<file path="src/rtl/mw_adder_pkg.sv">
// mw_adder_pkg: shared constants and types for the multi-word adder sequencer
package mw_adder_pkg;
  localparam int SLICE_W = 16;
  localparam logic [2:0] OP_SADD = 3'b000;
  localparam logic [2:0] OP_UADD = 3'b001;
  localparam logic [2:0] OP_SSUB = 3'b010;
  localparam logic [2:0] OP_USUB = 3'b011;
  localparam logic [2:0] OP_INC  = 3'b100;
  localparam logic [2:0] OP_DEC  = 3'b101;
  localparam logic [2:0] ADD_S = 3'b000;
  localparam logic [2:0] ADD_U = 3'b001;
  typedef enum logic [1:0] {IDLE, RUN, DONE} state_t;
  function automatic logic is_signed(input logic [2:0] code);
    return !(code == OP_UADD || code == OP_USUB);
  endfunction
endpackage

</file>
<file path="src/rtl/mw_adder_seq_if.sv">
// mw_adder_seq_if: request/response handshake bundle of the multi-word adder sequencer
interface mw_adder_seq_if import mw_adder_pkg::*; #(parameter int NUM_WORDS = 4);
  localparam int W = SLICE_W * NUM_WORDS;
  logic         in_valid;
  logic         in_ready;
  logic [W-1:0] op_a;
  logic [W-1:0] op_b;
  logic [2:0]   op_code;
  logic         out_valid;
  logic         out_ready;
  logic [W-1:0] result;
  logic         carry;
  logic         overflow;
  logic         zero;
  modport master (output in_valid, op_a, op_b, op_code, out_ready,
                  input in_ready, out_valid, result, carry, overflow, zero);
  modport slave (input in_valid, op_a, op_b, op_code, out_ready,
                 output in_ready, out_valid, result, carry, overflow, zero);
endinterface

</file>
<file path="src/rtl/mw_operand_xlate.sv">
// mw_operand_xlate: selects slice k of the operands and maps B/cin0 so every op becomes an add
module mw_operand_xlate import mw_adder_pkg::*; #(parameter int NUM_WORDS = 4) (
  input  logic [SLICE_W*NUM_WORDS-1:0] a,
  input  logic [SLICE_W*NUM_WORDS-1:0] b,
  input  logic [2:0]                   op_code,
  input  logic [$clog2(NUM_WORDS)-1:0] k,
  output logic [SLICE_W-1:0]           a_s,
  output logic [SLICE_W-1:0]           b_s,
  output logic                         cin0
);
  logic [SLICE_W-1:0] b_k;
  logic is_add, is_inc, is_dec;
  assign a_s = a[SLICE_W*k +: SLICE_W];
  assign b_k = b[SLICE_W*k +: SLICE_W];
  assign is_add = op_code[2:1] == 2'b00;
  assign is_inc = op_code == OP_INC;
  assign is_dec = op_code == OP_DEC;
  assign b_s = is_add ? b_k : is_inc ? '0 : is_dec ? '1 : ~b_k;
  assign cin0 = !is_add && !is_dec;
endmodule

</file>
<file path="src/rtl/mw_adder_seq.sv">
// mw_adder_seq: multi-word add/sub sequencer driving an external 16-bit adder one slice per cycle
// Optional `SATURATE_EN clamps signed overflowing results to the signed min/max.
module mw_adder_seq import mw_adder_pkg::*; #(parameter int NUM_WORDS = 4) (
  input  logic               clk,
  input  logic               rst_n,
  mw_adder_seq_if.slave      bus,
  output logic [SLICE_W-1:0] add_a,
  output logic [SLICE_W-1:0] add_b,
  output logic [2:0]         add_code,
  output logic               add_cin,
  output logic               add_coe,
  input  logic [SLICE_W-1:0] add_c,
  input  logic               add_cout,
  input  logic               add_vout
);
  localparam int W = SLICE_W * NUM_WORDS;
  localparam int KW = $clog2(NUM_WORDS);
  localparam logic [KW-1:0] K_TOP = KW'(NUM_WORDS - 1);
  state_t state;
  logic [W-1:0] a_r, b_r, res_nx, res_fin;
  logic [2:0] code_r;
  logic [KW-1:0] k;
  logic cy, cin0, top, sgn, ovf;
  mw_operand_xlate #(.NUM_WORDS(NUM_WORDS)) u_xlate (
    .a(a_r), .b(b_r), .op_code(code_r), .k(k), .a_s(add_a), .b_s(add_b), .cin0(cin0)
  );
  assign top = k == K_TOP;
  assign sgn = is_signed(code_r);
  assign add_code = top && sgn ? ADD_S : ADD_U;
  assign add_cin = k == '0 ? cin0 : cy;
  assign add_coe = 1'b0;
  assign ovf = sgn & add_vout;
  assign bus.in_ready = state == IDLE;
  assign bus.out_valid = state == DONE;
  always_comb begin
    res_nx = bus.result;
    res_nx[SLICE_W*k +: SLICE_W] = add_c;
`ifdef SATURATE_EN
    res_fin = ovf ? {a_r[W-1], {(W-1){~a_r[W-1]}}} : res_nx;
`else
    res_fin = res_nx;
`endif
  end
  always_ff @(posedge clk or negedge rst_n)
    if (!rst_n) begin
      state        <= IDLE;
      a_r          <= '0;
      b_r          <= '0;
      code_r       <= OP_UADD;
      k            <= '0;
      cy           <= 1'b0;
      bus.result   <= '0;
      bus.carry    <= 1'b0;
      bus.overflow <= 1'b0;
      bus.zero     <= 1'b0;
    end else
      case (state)
        IDLE: if (bus.in_valid) begin
          state  <= RUN;
          a_r    <= bus.op_a;
          b_r    <= bus.op_b;
          code_r <= bus.op_code;
          k      <= '0;
        end
        RUN: begin
          cy         <= add_cout;
          bus.result <= top ? res_fin : res_nx;
          if (top) begin
            state        <= DONE;
            bus.carry    <= add_cout;
            bus.overflow <= ovf;
            bus.zero     <= res_fin == '0;
          end else
            k <= k + 1'b1;
        end
        DONE: if (bus.out_ready) state <= IDLE;
        default: state <= IDLE;
      endcase
endmodule

</file>
<file path="src/flat_wrapper.sv">
// flat-port wrapper written by rule: the top's interface ports become plain ports
module mw_adder_seq_flat import mw_adder_pkg::*;
#(parameter int NUM_WORDS = 4)
  (clk, rst_n, add_a, add_b, add_code, add_cin, add_coe, add_c, add_cout, add_vout, bus_in_valid, bus_op_a, bus_op_b, bus_op_code, bus_out_ready, bus_in_ready, bus_out_valid, bus_result, bus_carry, bus_overflow, bus_zero);
  mw_adder_seq_if #(.NUM_WORDS(NUM_WORDS)) bus_i ();
  input  logic clk;
  input  logic rst_n;
  output logic [SLICE_W-1:0] add_a;
  output logic [SLICE_W-1:0] add_b;
  output logic [2:0] add_code;
  output logic add_cin;
  output logic add_coe;
  input  logic [SLICE_W-1:0] add_c;
  input  logic add_cout;
  input  logic add_vout;
  input wire logic [$bits(bus_i.in_valid)-1:0] bus_in_valid;
  input wire logic [$bits(bus_i.op_a)-1:0] bus_op_a;
  input wire logic [$bits(bus_i.op_b)-1:0] bus_op_b;
  input wire logic [$bits(bus_i.op_code)-1:0] bus_op_code;
  input wire logic [$bits(bus_i.out_ready)-1:0] bus_out_ready;
  output wire logic [$bits(bus_i.in_ready)-1:0] bus_in_ready;
  output wire logic [$bits(bus_i.out_valid)-1:0] bus_out_valid;
  output wire logic [$bits(bus_i.result)-1:0] bus_result;
  output wire logic [$bits(bus_i.carry)-1:0] bus_carry;
  output wire logic [$bits(bus_i.overflow)-1:0] bus_overflow;
  output wire logic [$bits(bus_i.zero)-1:0] bus_zero;
  assign bus_i.in_valid = bus_in_valid;
  assign bus_i.op_a = bus_op_a;
  assign bus_i.op_b = bus_op_b;
  assign bus_i.op_code = bus_op_code;
  assign bus_i.out_ready = bus_out_ready;
  assign bus_in_ready = bus_i.in_ready;
  assign bus_out_valid = bus_i.out_valid;
  assign bus_result = bus_i.result;
  assign bus_carry = bus_i.carry;
  assign bus_overflow = bus_i.overflow;
  assign bus_zero = bus_i.zero;
  mw_adder_seq #(.NUM_WORDS(NUM_WORDS)) u_core (.clk(clk), .rst_n(rst_n), .bus(bus_i), .add_a(add_a), .add_b(add_b), .add_code(add_code), .add_cin(add_cin), .add_coe(add_coe), .add_c(add_c), .add_cout(add_cout), .add_vout(add_vout));
endmodule
</file>
<file path="config.mk">
export PLATFORM = sky130hd
export DESIGN_NAME = mw_adder_seq_flat
export DESIGN_NICKNAME = d
export VERILOG_FILES = /design/src/rtl/mw_adder_pkg.sv /design/src/rtl/mw_adder_seq_if.sv /design/src/rtl/mw_operand_xlate.sv /design/src/rtl/mw_adder_seq.sv /design/src/flat_wrapper.sv
export SDC_FILE = /design/constraint.sdc
export NUM_CORES = 1
export LEC_CHECK = 0
export ABC_AREA = 1
export CAP_MARGIN = 20
export CORE_MARGIN = 5
export CORE_UTILIZATION = 40
export DETAILED_ROUTE_END_ITERATION = 16
export GPL_TIMING_DRIVEN = 0
export HOLD_SLACK_MARGIN = 0.1
export MAX_ROUTING_LAYER = met4
export PLACE_DENSITY = 0.76
export SLEW_MARGIN = 20
export SYNTH_ARGS = -nofsm -noshare
export SYNTH_HDL_FRONTEND = slang
export SYNTH_SLANG_ARGS = --single-unit
</file>
<file path="constraint.sdc">
create_clock -name clk -period 3.6 [get_ports clk]
set_input_delay 0.9 -clock clk [delete_from_list [all_inputs] [get_ports clk]]
set_output_delay 0.9 -clock clk [all_outputs]
set_load 0.01 [all_outputs]
</file>
==> results.ini, run 1 <==
[timing]
fin_crit_ps=3480
rsz0062_at_grt=true
slew-limit-headroom_pct=55.0
slew_violations=0
skew_ps=9.36
setup_violations=0
timing_worst_slew_pin_value_ps=675
fmax_mhz=288
finalCritPeriodShare_pct=96.5
hold_violations=0

[yosys]
syn_area_sq_um=10000
yosysMostFrequentCell=nand2_1
ys.flop_type=dfrtp_1
synth_cell_types=28
synth_area_leaders=dfrtp_1 (50%), mux2_2 (14%), nand2_1 (10%), nor2_1 (5.1%), a31oi_1 (2.6%)
synth_top_area_share_pct=50.4
netlist_instances=1085
synth-edff-count=0
synth.largest_area_cell=dfrtp_1
async_flop_share_pct=100
seq_area_frac_synth_pct=50.7
synth_common_cells=nand2_1 (277), dfrtp_1 (202), nor2_1 (136)
ys_warn_count=0
syn_area_per_cell_sq_um=9.24
synth_seq_cells=203

[grt]
grt_pass1_wl_microns=52700
grt_overflow=0
antenna_found_initial=4
grt_usage_pct=24.3
grt_pass1_vias=9392
grt_start_max_net_pins=96

[cts]
postCtsSetupBuffers=0
clk_pin_slew_ps=60
htree_num_levels=1
insertion_delay_ps=520
numCtsBuffers=24
clock-sinks=203
clockRootBuffer=clkbuf_16
cts-resized-gates=33
cts_tree=yes
postCtsHoldBufs=0
clockBufferDepth=3

[cells_and_area]
layout-drive-gt1-share_pct=17.7
seqCellArea_sq_um=5080
fin_util_pct=56.3
fin_cells=1721
fill_cells=2199
multiInputGateArea_sq_um=4460
nets=1528
area_growth_pct=40.2

[detailed_routing]
vias_per_cell=5.34
wl_per_cell_microns=19.9
drtAntennaViolNets=0
drc=0
drt_iter0_drc=872
drt_wl_total_microns=34300
via_count=9190
dr.pass1.iters=6

[placement]
globalplace.congestion=0.960
dp_cells=1674
post-dp-hpwl_microns=25800
port_buffers=255

[die]
die_area_sq_um=28300
die_y_microns=168
die_x_microns=168
start_util_pct=40.2
core_region_area_sq_um=25000
fp-row-count=58
io_pins=259

[setup_path]
critPathArrivalTime_ps=2580
cp_max_fo=10
worstPathRequired_ps=2700
r2r_cells=17
crit_path_end_kind=primary output
start_kind=flop
critPathKind=flop to primary output

[power]
total_power_mw=14.4
cellPowerDensity_nw_per_um2=1020
leakage_nw=6.31
vdd_drop_max_v=0.000569

[job]
cap_viol_max_count=0

[min_path]
hold_class=input pin to asynchronous set/reset pin

[run_status]
status=finished clean

cell families after synthesis:
group | count (synthesis) | synth area share, %
AO/OA/AOI/OAI | 178 | 10.9
adder cells (fa/ha/maj) | 6 | 0.749
buffers and inverters | 104 | 5.03
flip-flops | 203 | 50.7
multiplexers | 129 | 14.5
other | 1 | 0.0374
AND/OR/NAND/NOR | 464 | 18.2
cell usage in the layout (no fill, tap or decap), types with 4 or more instances in the layout:
cell type / instances
a21oi_1: 20
a31oi_1: 41
a32o_1: 16
buf_2: 22
buf_4: 13
buf_6: 9
bufinv_16: 4
clkbuf_1: 17
clkbuf_16: 25
clkbuf_8: 10
clkdlybuf4s50_1: 227
dfrtp_1: 200
diode_2: 4
dlygate4sd2_1: 11
dlymetal6s2s_1: 15
ha_1: 6
inv_1: 28
inv_2: 6
mux2_2: 129
nand2_1: 277
nand2_2: 4
nand3_1: 42
nor2_1: 136
nor2_2: 4
o211ai_1: 16
o21ai_0: 48
o21ai_1: 18
o22ai_1: 16
sequential cells by signal, summed over array words and instances (netlist names), 2 cells and up:
register	flops
u_core.a_r	64
u_core.b_r	64
u_core.bus.result	64
u_core.code_r	3
u_core.k	2
u_core.state	2
final cells by class:
| class | instances | share of cell area [%] |
|---|---|---|
| tap | 330 | 2.94 |
| buffer | 67 | 2.96 |
| multi-input combinational | 780 | 31.7 |
| clock inverter | 8 | 1.01 |
| timing repair buffer | 257 | 18.8 |
| sequential | 203 | 36.2 |
| antenna | 4 | 0.0712 |
| clock buffer | 36 | 5.39 |
| inverter | 36 | 0.997 |
per-layer routing:
| metal | up-vias | share of wire, % | global-route usage, % |
|---|---|---|---|
| met5 | - | 0 | - |
| met4 | 0 | 3.7 | 8.01 |
| met3 | 87 | 9.5 | 5.71 |
| met2 | 447 | 48 | 39.3 |
| met1 | 4418 | 39 | 30.2 |
| li1 | 4238 | - | - |
worst max-delay path: stages (launching register included):
cell	delay, ps
dfrtp_2	460
buf_6	170
inv_2	70
buf_6	160
buf_6	160
buf_4	210
nor2_1	70
o22ai_1	180
clkdlybuf4s50_1	570
metrics by stage:
step                setup TNS [ps]  area (sq um)  setup slack (ps)  hold WS (ps)
global placement          -1430690         13000             -7080           469
finish                           0         14100               124           294
CTS                              0         14000              3.50           305
global route                 -16.3         14100             -16.3           326
detailed placement           -1080         13100              -698           477
floorplan                        0         10000               712           453
power by group:
part,internal [mW],total (mW),switching (mW),leakage [nW]
clock network,1.73,2.70,0.969,0.444
registers,3.45,4.25,0.797,2.41
logic,3.40,7.40,4.00,3.45
total,8.59,14.4,5.77,6.31
final timing paths:
path                                      from                     to  slack, ps
max                                u_core.k[0]               add_a[6]        120
min                                      rst_n  u_core.bus.result[38]        290
max reg2reg                        u_core.k[0]        u_core.bus.zero        610
min reg2reg                u_core.bus.overflow    u_core.bus.overflow        490
max in group asynchronous                rst_n            u_core.k[1]       2460
min in group clk           u_core.bus.overflow    u_core.bus.overflow        490
Note: power is estimated with default switching activity, not from simulation.
==> inputs of run 2 (changes only) <==
Settings changed: CORE_UTILIZATION 40 to 41, HOLD_SLACK_MARGIN 0.1 to not set, PLACE_DENSITY 0.76 to 0.77.
==> run 2 against run 1 <==
  * Combinational power up 0.7%
  * Critical path depth down 1
  * Non-clock buffer count unchanged
  * Clock power down 10%
  * Sequential power about the same
  * Clock-buffer cell count down 3
  * Setup slack worse by 44 ps
  * First-iteration DRC count down 11%
  * Flip-flop and latch count unchanged
  * Highest routed layer unchanged
  * Largest power group unchanged
  * Utilization up 1.2 points
  * Cell count down 0.64%
  * Maximum frequency down 1.2%
  * Largest cell class unchanged
==> results.ini, run 2 (synthesis gave the netlist of run 1 again) <==
[run_status]
status=finished clean  ; unchanged

[cells_and_area]
nets=1527  ; was 1528
area_growth_pct=38.6  ; was 40.2%
largestRegisters=u_core.a_r (64), u_core.b_r (64), u_core.bus.result (64)  ; unchanged
mostFrequentLayoutCells=nand2_1 (277), clkdlybuf4s50_1 (232), dfrtp_1 (200), nor2_1 (136), mux2_2 (129)  ; was nand2_1 (277), clkdlybuf4s50_1 (227), dfrtp_1 (200), nor2_1 (136), mux2_2 (129)
seqCellArea_sq_um=5080  ; unchanged
fin_util_pct=57.5  ; was 56.3%
fin_cells=1710  ; was 1721
multiInputGateArea_sq_um=4450  ; was 4460 sq um
final_common_cell=nand2_1  ; unchanged
fill_cells=2096  ; was 2199
layout-drive-gt1-share_pct=17.4  ; was 17.7%

[die]
die_y_microns=166  ; was 168 microns
fp-row-count=57  ; was 58
io_pins=259  ; unchanged
start_util_pct=41.5  ; was 40.2%
core_region_area_sq_um=24200  ; was 25000 sq um
die_x_microns=166  ; was 168 microns
die_area_sq_um=27700  ; was 28300 sq um

[detailed_routing]
via_count=9151  ; was 9190
drt_wl_total_microns=34500  ; was 34300 microns
dr.pass1.iters=5  ; was 6
drtAntennaViolNets=0  ; unchanged
vias_per_cell=5.35  ; was 5.34
wl_per_cell_microns=20.1  ; was 19.9 microns
drt_iter0_drc=780  ; was 872
drc=0  ; unchanged

[timing]
setup_violations=0  ; unchanged
fmax_mhz=284  ; was 288 MHz
finalCritPeriodShare_pct=97.8  ; was 96.5%
slew_violations=0  ; unchanged
skew_ps=14.9  ; was 9.36 ps
timing_worst_slew_pin_value_ps=597  ; was 675 ps
hold_violations=0  ; unchanged
slew-limit-headroom_pct=60.2  ; was 55.0%
hold_ws_ps=187  ; was 294 ps
fin_crit_ps=3520  ; was 3480 ps
rsz0062_at_grt=false  ; was true

[placement]
globalplace.congestion=0.943  ; was 0.960
port_buffers=255  ; unchanged
post-dp-hpwl_microns=25800  ; about the same
dp_cells=1668  ; was 1674

[grt]
grt_overflow=0  ; unchanged
antenna_found_initial=2  ; was 4
grt_usage_pct=24.7  ; was 24.3%
grt_pass1_vias=9374  ; was 9392
grt_start_max_net_pins=97  ; was 96
grt_pass1_wl_microns=52900  ; was 52700 microns

[setup_path]
cp_max_fo=10  ; unchanged
cpPeakStageDelay_ps=580  ; was 570 ps
critPathKind=flop to primary output  ; unchanged
crit_slowest_cell=clkdlybuf4s50_1  ; unchanged
worstPathRequired_ps=2700  ; about the same
crit_buf_inv=5  ; was 6
crit_path_end_kind=primary output  ; unchanged
critPathArrivalTime_ps=2620  ; was 2580 ps
path_delay_family=buffers and inverters  ; unchanged
crit_chain=buf_6 > buf_6 > buf_4 > buf_4 > o21ai_0 > o22ai_1 > clkdlybuf4s50_1  ; was buf_6 > inv_2 > buf_6 > buf_6 > buf_4 > nor2_1 > o22ai_1 > clkdlybuf4s50_1
start_kind=flop  ; unchanged

[power]
leakage_nw=6.17  ; was 6.31 nW
vdd_drop_max_v=0.000584  ; was 0.000569 V
cellPowerDensity_nw_per_um2=1010  ; was 1020 nW/um^2

[job]
cap_viol_max_count=0  ; unchanged

[cts]
clockBufferDepth=3  ; unchanged
htree_num_levels=1  ; unchanged
clk_pin_slew_ps=60  ; about the same
clockRootBuffer=clkbuf_16  ; unchanged
clock-sinks=203  ; unchanged
insertion_delay_ps=530  ; was 520 ps
numCtsBuffers=23  ; was 24
cts_tree=yes  ; unchanged
postCtsSetupBuffers=0  ; unchanged

[min_path]
hold_class=input pin to asynchronous set/reset pin  ; unchanged

[run 2: routing by layer]
layer | share of wire (%) | vias up | track usage [%] | routed length [microns]
met2 | 48 | 471 | 40.1 | 16500
li1 | - | 4238 | - | -
met1 | 39 | 4368 | 30.0 | 13500
met3 | 9.6 | 74 | 6.83 | 3310
met5 | 0 | - | - | 0
met4 | 3.3 | 0 | 7.90 | 1140
[run 2: report_power, final]
part	switching [mW]	internal [mW]
registers	0.780	3.45
clock network	0.972	1.45
logic	4.05	3.40
total	5.81	8.30
[run 2: layout make-up]
| class | count | share of cell area (%) |
|---|---|---|
| plain buffers | 67 | 3.09 |
| clock inverters | 8 | 0.774 |
| clock buffers | 33 | 4.84 |
| flip-flops and latches | 203 | 36.6 |
| inverters | 36 | 1.01 |
| repair buffers | 257 | 18.7 |
| well taps | 324 | 2.92 |
| diodes | 2 | 0.0360 |
| multi-input cells | 780 | 32.0 |
[run 2: repair_timing]
action                     in CTS  in global routing
setup endpoints to repair      34                 10
hold buffers                    0                  0
pin swaps                       0                  0
gates resized for setup        41                 12
[run 2: stage by stage]
stage | total power, mW | area, sq um | worst slack, ps | TNS, ps
floorplan | 8.41 | 10000 | 712 | 0
global placement | 11.5 | 13000 | -6970 | -1410770
detailed placement | 11.7 | 13100 | -705 | -796
CTS | 14.1 | 13900 | -22.7 | -58.7
global route | 15.0 | 13900 | 8.38 | 0
finish | 14.1 | 13900 | 80.4 | 0
[run 2: final timing paths]
path	slack, ps	start	cells past startpoint	end
min reg2reg	480	u_core.bus.overflow	2	u_core.bus.overflow
min in group clk	480	u_core.bus.overflow	2	u_core.bus.overflow
max reg2reg	600	u_core.k[0]	20	u_core.bus.zero
min	190	rst_n	1	u_core.bus.result[16]
max	80	u_core.k[0]	7	add_a[14]
max in group asynchronous	2680	rst_n	2	u_core.b_r[54]
[run 2: worst reg2reg max path, stage by stage, from the launching register on]
cell and delay [ps]:
dfrtp_2 460, buf_6 170, inv_2 90, buf_6 170
buf_6 170, buf_8 170, ha_1 150, buf_4 200
inv_4 90, buf_6 150, nand2_2 70, nor2_1 100
nand2_1 110, nand2_1 60, nor2_1 150, nand2_1 70
nor2_1 80, nand2_1 70, nor2_1 230, nand2_1 120
nand2_1 70
